<file path="config.mk">
export PLATFORM = sky130hd
export DESIGN_NAME = extend_pipe
export DESIGN_NICKNAME = d
export VERILOG_FILES = /design/src/rtl/extend_pkg.sv /design/src/rtl/extend_fifo.sv /design/src/rtl/extend_pipe.sv
export SDC_FILE = /design/constraint.sdc
export NUM_CORES = 1
export LEC_CHECK = 0
export CAP_MARGIN = 20
export CORE_MARGIN = 5
export CORE_UTILIZATION = 30
export CTS_CLUSTER_SIZE = 14
export DETAILED_ROUTE_END_ITERATION = 12
export HOLD_SLACK_MARGIN = 0.1
export PLACE_DENSITY_LB_ADDON = 0.08
export SYNTH_ARGS = -nofsm -noshare
export SYNTH_HDL_FRONTEND = slang
export SYNTH_SLANG_ARGS = --single-unit
</file>
<file path="constraint.sdc">
create_clock -name clk -period 6.3 [get_ports clk]
set_input_delay 0.63 -clock clk [delete_from_list [all_inputs] [get_ports clk]]
set_output_delay 0.63 -clock clk [all_outputs]
set_load 0.02 [all_outputs]
</file>
<file path="src/rtl/extend_pkg.sv">
// Shared definitions for the extend_pipe slice: extension mode encodings and
// the width-parametrised extension function used by the top level.
package extend_pkg;

   localparam logic [1:0] MODE_ZERO = 2'b00;
   localparam logic [1:0] MODE_SIGN = 2'b01;
   localparam logic [1:0] MODE_ONES = 2'b10;
   localparam logic [1:0] MODE_RSVD = 2'b11;

   // Widest word the extension function can handle; callers truncate the
   // result to their own output width.
   localparam int MAX_W = 64;

   // Extend the low in_w bits of data to out_w bits according to mode.
   // Bits at or above out_w are returned as zero. Reserved mode zero-fills.
   function automatic logic [MAX_W-1:0] ext(input logic [MAX_W-1:0] data,
                                            input logic [1:0]       mode,
                                            input int               in_w,
                                            input int               out_w);
      logic [MAX_W-1:0] res_s;
      logic             msb_s;
      logic             fill_s;
      res_s = {MAX_W{1'b0}};
      msb_s = 1'b0;
      for (int i = 0; i < MAX_W; i++) begin
         if (i == in_w - 1) begin
            msb_s = data[i];
         end else begin
            msb_s = msb_s;
         end
      end
      case (mode)
         MODE_SIGN: fill_s = msb_s;
         MODE_ONES: fill_s = 1'b1;
         default:   fill_s = 1'b0;
      endcase
      for (int i = 0; i < MAX_W; i++) begin
         if (i < in_w) begin
            res_s[i] = data[i];
         end else if (i < out_w) begin
            res_s[i] = fill_s;
         end else begin
            res_s[i] = 1'b0;
         end
      end
      return res_s;
   endfunction

endpackage

</file>
<file path="src/rtl/extend_fifo.sv">
// Generic DEPTH x W synchronous FIFO. Head data is read straight from the
// storage array at the read pointer, so it holds steady until a pop.
// Occupancy lives in its own counter one bit wider than the pointers.
module extend_fifo #(
   parameter int W     = 33,
   parameter int DEPTH = 4
) (
   input  logic         clk,
   input  logic         rst_n,
   input  logic         push,
   input  logic [W-1:0] push_data,
   input  logic         pop,
   output logic [W-1:0] pop_data,
   output logic         full,
   output logic         empty
);

   localparam int AW = $clog2(DEPTH);
   localparam int CW = AW + 1;
   localparam logic [CW-1:0] FULL_CNT = CW'(DEPTH);

   logic [W-1:0]  mem_r [DEPTH];
   logic [AW-1:0] wr_ptr_r;
   logic [AW-1:0] rd_ptr_r;
   logic [CW-1:0] count_r;
   logic          do_push_s;
   logic          do_pop_s;

   assign full      = (count_r == FULL_CNT);
   assign empty     = (count_r == {CW{1'b0}});
   assign do_push_s = push && !full;
   assign do_pop_s  = pop && !empty;
   assign pop_data  = mem_r[rd_ptr_r];

   // Storage, pointers and occupancy; reset clears everything so no stale word survives.
   always_ff @(posedge clk or negedge rst_n) begin
      if (!rst_n) begin
         for (int i = 0; i < DEPTH; i++) begin
            mem_r[i] <= {W{1'b0}};
         end
         wr_ptr_r <= {AW{1'b0}};
         rd_ptr_r <= {AW{1'b0}};
         count_r  <= {CW{1'b0}};
      end else begin
         if (do_push_s) begin
            mem_r[wr_ptr_r] <= push_data;
            wr_ptr_r        <= wr_ptr_r + AW'(1);
         end
         if (do_pop_s) begin
            rd_ptr_r <= rd_ptr_r + AW'(1);
         end
         case ({do_push_s, do_pop_s})
            2'b10:   count_r <= count_r + CW'(1);
            2'b01:   count_r <= count_r - CW'(1);
            default: count_r <= count_r;
         endcase
      end
   end

endmodule

</file>
<file path="src/rtl/extend_pipe.sv">
// Pipelined data-extension unit: extends IN_W-bit words to OUT_W bits by
// mode and buffers the results in a DEPTH-entry output FIFO with
// valid/ready handshakes on both sides.
// Optional feature macro: EXTEND_STATS_EN adds the stat_neg counter/port.
module extend_pipe
   import extend_pkg::*;
#(
   parameter int IN_W  = 16,
   parameter int OUT_W = 32,
   parameter int DEPTH = 4
) (
   input  logic             clk,
   input  logic             rst_n,
   input  logic             in_valid,
   output logic             in_ready,
   input  logic [IN_W-1:0]  in_data,
   input  logic [1:0]       in_mode,
   output logic             out_valid,
   input  logic             out_ready,
   output logic [OUT_W-1:0] out_data,
   output logic             out_err
`ifdef EXTEND_STATS_EN
   ,
   output logic [15:0]      stat_neg
`endif
);

   logic [OUT_W-1:0] ext_s;
   logic             err_s;
   logic             accept_s;
   logic             deliver_s;
   logic             full_s;
   logic             empty_s;
   logic [OUT_W:0]   head_s;

   assign ext_s     = OUT_W'(ext(MAX_W'(in_data), in_mode, IN_W, OUT_W));
   assign err_s     = (in_mode == MODE_RSVD);
   // in_ready depends only on occupancy, never on out_ready.
   assign in_ready  = !full_s;
   assign out_valid = !empty_s;
   assign accept_s  = in_valid && in_ready;
   assign deliver_s = out_valid && out_ready;
   assign out_err   = head_s[OUT_W];
   assign out_data  = head_s[OUT_W-1:0];

   extend_fifo #(
      .W     (OUT_W + 1),
      .DEPTH (DEPTH)
   ) u_fifo (
      .clk       (clk),
      .rst_n     (rst_n),
      .push      (accept_s),
      .push_data ({err_s, ext_s}),
      .pop       (deliver_s),
      .pop_data  (head_s),
      .full      (full_s),
      .empty     (empty_s)
   );

`ifdef EXTEND_STATS_EN
   logic [15:0] stat_neg_r;
   logic        neg_hit_s;

   assign neg_hit_s = accept_s && (in_mode == MODE_SIGN) && in_data[IN_W-1];
   assign stat_neg  = stat_neg_r;

   // Saturating count of accepted negative sign-extends.
   always_ff @(posedge clk or negedge rst_n) begin
      if (!rst_n) begin
         stat_neg_r <= 16'h0000;
      end else if (neg_hit_s && (stat_neg_r != 16'hFFFF)) begin
         stat_neg_r <= stat_neg_r + 16'h0001;
      end else begin
         stat_neg_r <= stat_neg_r;
      end
   end
`endif

endmodule

</file>
==> key figures <==
CTS
  • Clk buf depth: 2
  • Clk slew on worst S/H paths: 60 ps
  • Post-CTS Resized: 0
  • CTS Hold Buffers Added: 0
  • Number of H-tree levels: 3
  • Number of buffers inserted to repair setup after CTS: 0
  • Skew-Pair Late Insertion Delay: 330 ps
  • CTS tree: yes
  • Clock root cell: sky130_fd_sc_hd__clkbuf_16
  • Total clock buffers created by CTS: 9
  • Sinks on the clock net: 79

Detailed routing
  • Starting DRC count in detailed routing: 94
  • Via count of the routed design: 1,988
  • WL per Instance: 16.8 microns
  • Routed Wire Length: 7680 microns
  • Post-route antenna net violation count: 0
  • Detailed-route DRC error count: 0
  • Number of vias per cell: 4.36
  • Number of detailed-route iterations in the first pass: 4

Setup path
  • Critical Path Sink: out_data[16]
  • Critical register-to-register path endpoint: u_fifo.count_r[2]
  • Endpoint type of the worst setup path: primary output
  • Reg-to-reg slack, setup: 4090 ps
  • Class of the most critical setup path: flip-flop to primary output
  • Crit path launch type: flip-flop
  • Beginning of the worst register-to-register path: u_fifo.count_r[1]
  • Critical Path Fanout Max: 19
  • Cells along the critical path: mux4_2 -> clkdlybuf4s50_1
  • Worst Setup SP: u_fifo.rd_ptr_r[1]
  • Standard cell with the maximum stage delay on the critical path: sky130_fd_sc_hd__dfrtp_1
  • Stage delay of the slowest cell on the critical path: 1020 ps
  • Worst endpoint data arrival time: 2570 ps
  • Number of cell instances on the worst register-to-register path: 8
  • Required time worst endpoint: 5670 ps

Floorplan
  • Initial core utilization: 0.307
  • Site row count: 41
  • Placeable Area: 12,700 sq um
  • Vertical die dimension: 124 microns
  • Die boundary width: 124 microns
  • Ports placed on the boundary: 57
  • Die area: 15,300 sq um

Synthesis
  • Number of nets in the synthesized netlist: 265
  • Cell count after synthesis: 234
  • Synth warnings: 0
  • Mapped cell area: 3890 sq um
  • Dominant combinational cell family by area after synthesis: multiplexers
  • Synth Register Bits: 79
  • Complex-gate fraction of the synthesized area: 0.00482
  • Share of synthesized area spent on multiplexers: 0.354
  • Share of the yosys chip area belonging to registers: 0.508
  • Adder and majority gate portion of the synthesized area: 0.0309
  • Unique masters post-synth: 22
  • Post-Synth Simple-Gate Area: 0.0151
  • Avg Inst Size Synth: 16.6 sq um
  • XOR/XNOR share of the synthesized area: 0.0135

Global route
  • Total overflow reported by the global router: 0
  • Largest net degree at the start of global routing: 80
  • Overall routing resource usage: 0.109
  • Wire length of the first global-routing pass: 12,300 microns
  • Initial antenna violation count: 0
  • Number of global-route vias before repair: 2,242

STA
  • Worst slew margin relative to its limit: 0.312
  • Post-route clock skew: 5.53 ps
  • Minimum clock period: 3200 ps
  • Setup total negative slack: 0 ps
  • Final worst path period share: 0.508
  • Final number of max-transition violations: 0
  • Finish-stage setup viols: 0
  • Worst Max-Slew Pin Slew: 1030 ps
  • Highest clock frequency the design can meet: 312 MHz
  • Unrepaired setup endpoints after global routing: false
  • Final-report hold violation count: 0

Power and ir drop
  • Power per cell area: 620 nW/um^2
  • Max IR drop VDD: 0.196 mV
  • Standby leakage power: 0.00204 uW

Flow run
  • Number of violations of the max-capacitance limit: 0

Placed design
  • Routability congestion estimate: 0.658
  • IO Port Bufs: 56
  • HPWL after detailed placement: 4630 microns

Finish
  • Area growth syn-to-layout: 22.9%
  • Post-layout nets: 310
  • Proportion of layout cells with a drive suffix above 1: 0.394
  • Post-Route Utilization: 0.377
  • Number of inserted diodes: 0

Min path
  • Class of the tightest hold or removal check: primary input to asynchronous set/reset pin

Outcome
  • Outcome: complete, no violations
-- through the flow --
stage               cell area (sq um)  total power (uW)  std cells  setup WS [ps]  hold WS [ps]
global placement                 4440              2450        439           3450           484
finish                           4780              2970        456           3100           181
CTS                              4750              3020        455           3030           504
floorplan                        3890              2030        234           4140           334
global route                     4780              3150        456           2930           194
detailed placement               4440              2470        439           3390           490
-- metal layers --
layer | share of wire | GRT usage | up-vias
li1 | - | - | 917
met1 | 0.47 | 0.140 | 1021
met2 | 0.47 | 0.174 | 46
met3 | 0.051 | 0.0313 | 4
met4 | 0.0096 | 0.0457 | 0
met5 | 0 | 0 | -
-- cell type report --
| type | count | area, sq um |
|---|---|---|
| fillers | 1201 | 7890 |
| multi-input cells | 120 | 1630 |
| well taps | 172 | 215 |
| clock inverters | 2 | 37.5 |
| clock buffers | 14 | 274 |
| inverters | 7 | 26.3 |
| repair buffers | 62 | 623 |
| flip-flops and latches | 79 | 1980 |
-- cells in the final DEF (no fill, tap or decap), drive strengths merged, types with 2 or more instances in the layout --
cell           Yosys  layout
dfrtp             79      79
mux4              18      18
nor2               2       2
buf               25       7
xnor2              3       3
xor2               3       3
and3               4       4
clkdlybuf4s50      0      55
clkbuf             3      14
mux2              73      73
inv                7       7
ha                 8       8
nand2              3       3
-- synth_stat cells --
cell	count	area share
sky130_fd_sc_hd__nor2_1	2	0.0019
sky130_fd_sc_hd__clkbuf_1	3	0.0029
sky130_fd_sc_hd__and3_1	4	0.0064
sky130_fd_sc_hd__xor2_1	3	0.0068
sky130_fd_sc_hd__a21oi_1	1	0.0013
sky130_fd_sc_hd__inv_1	7	0.0068
sky130_fd_sc_hd__dfrtp_1	79	0.51
sky130_fd_sc_hd__nand2_1	3	0.0029
sky130_fd_sc_hd__buf_4	15	0.029
sky130_fd_sc_hd__o31a_1	1	0.0023
sky130_fd_sc_hd__mux2_2	33	0.096
sky130_fd_sc_hd__mux2_4	40	0.15
sky130_fd_sc_hd__buf_6	4	0.012
sky130_fd_sc_hd__ha_1	8	0.026
sky130_fd_sc_hd__or3b_1	1	0.0023
sky130_fd_sc_hd__buf_12	4	0.021
sky130_fd_sc_hd__fa_1	1	0.0051
sky130_fd_sc_hd__or3_1	1	0.0016
sky130_fd_sc_hd__o21ai_0	1	0.0013
sky130_fd_sc_hd__mux4_2	18	0.10
sky130_fd_sc_hd__xnor2_1	3	0.0068
sky130_fd_sc_hd__buf_2	2	0.0026
-- worst min path at each step --
stage                           startpoint                end  slack [ps]  depth (start not counted)
after floorplan                      rst_n  u_fifo.count_r[0]         330                          0
after global placement    u_fifo.mem_r[11]   u_fifo.mem_r[11]         480                          1
after detailed placement  u_fifo.mem_r[41]   u_fifo.mem_r[41]         490                          1
after CTS                 u_fifo.mem_r[64]   u_fifo.mem_r[64]         500                          1
after global routing                 rst_n   u_fifo.mem_r[11]         190                          1
final                                rst_n  u_fifo.mem_r[107]         180                          1
-- power breakdown --
group / total (uW) / internal (uW) / switching, uW
sequential: 934 / 768 / 166
clock: 533 / 340 / 193
combinational: 1500 / 878 / 621
total: 2970 / 1990 / 980
-- logic make-up after synthesis --
kind of cell	count (synthesis)
muxes	91
DFF	79
buffers and inverters	35
and+or+nand+nor	11
adders and majority gates	9
xor gates and xnor gates	6
AOI/OAI and AO/OA	3
-- registers in the layout, summed over array words and instances (netlist names) --
register and cells:
u_fifo.mem_r 72, u_fifo.count_r 3, u_fifo.rd_ptr_r 2, u_fifo.wr_ptr_r 2
-- worst max-delay path, delay by kind of cell, from the launching register on --
| family | cells | cell delay (ps) |
|---|---|---|
| buffers and inverters | 1 | 660 |
| muxes | 1 | 550 |
| DFF | 1 | 1020 |
Note: power is estimated with default switching activity, not from simulation.
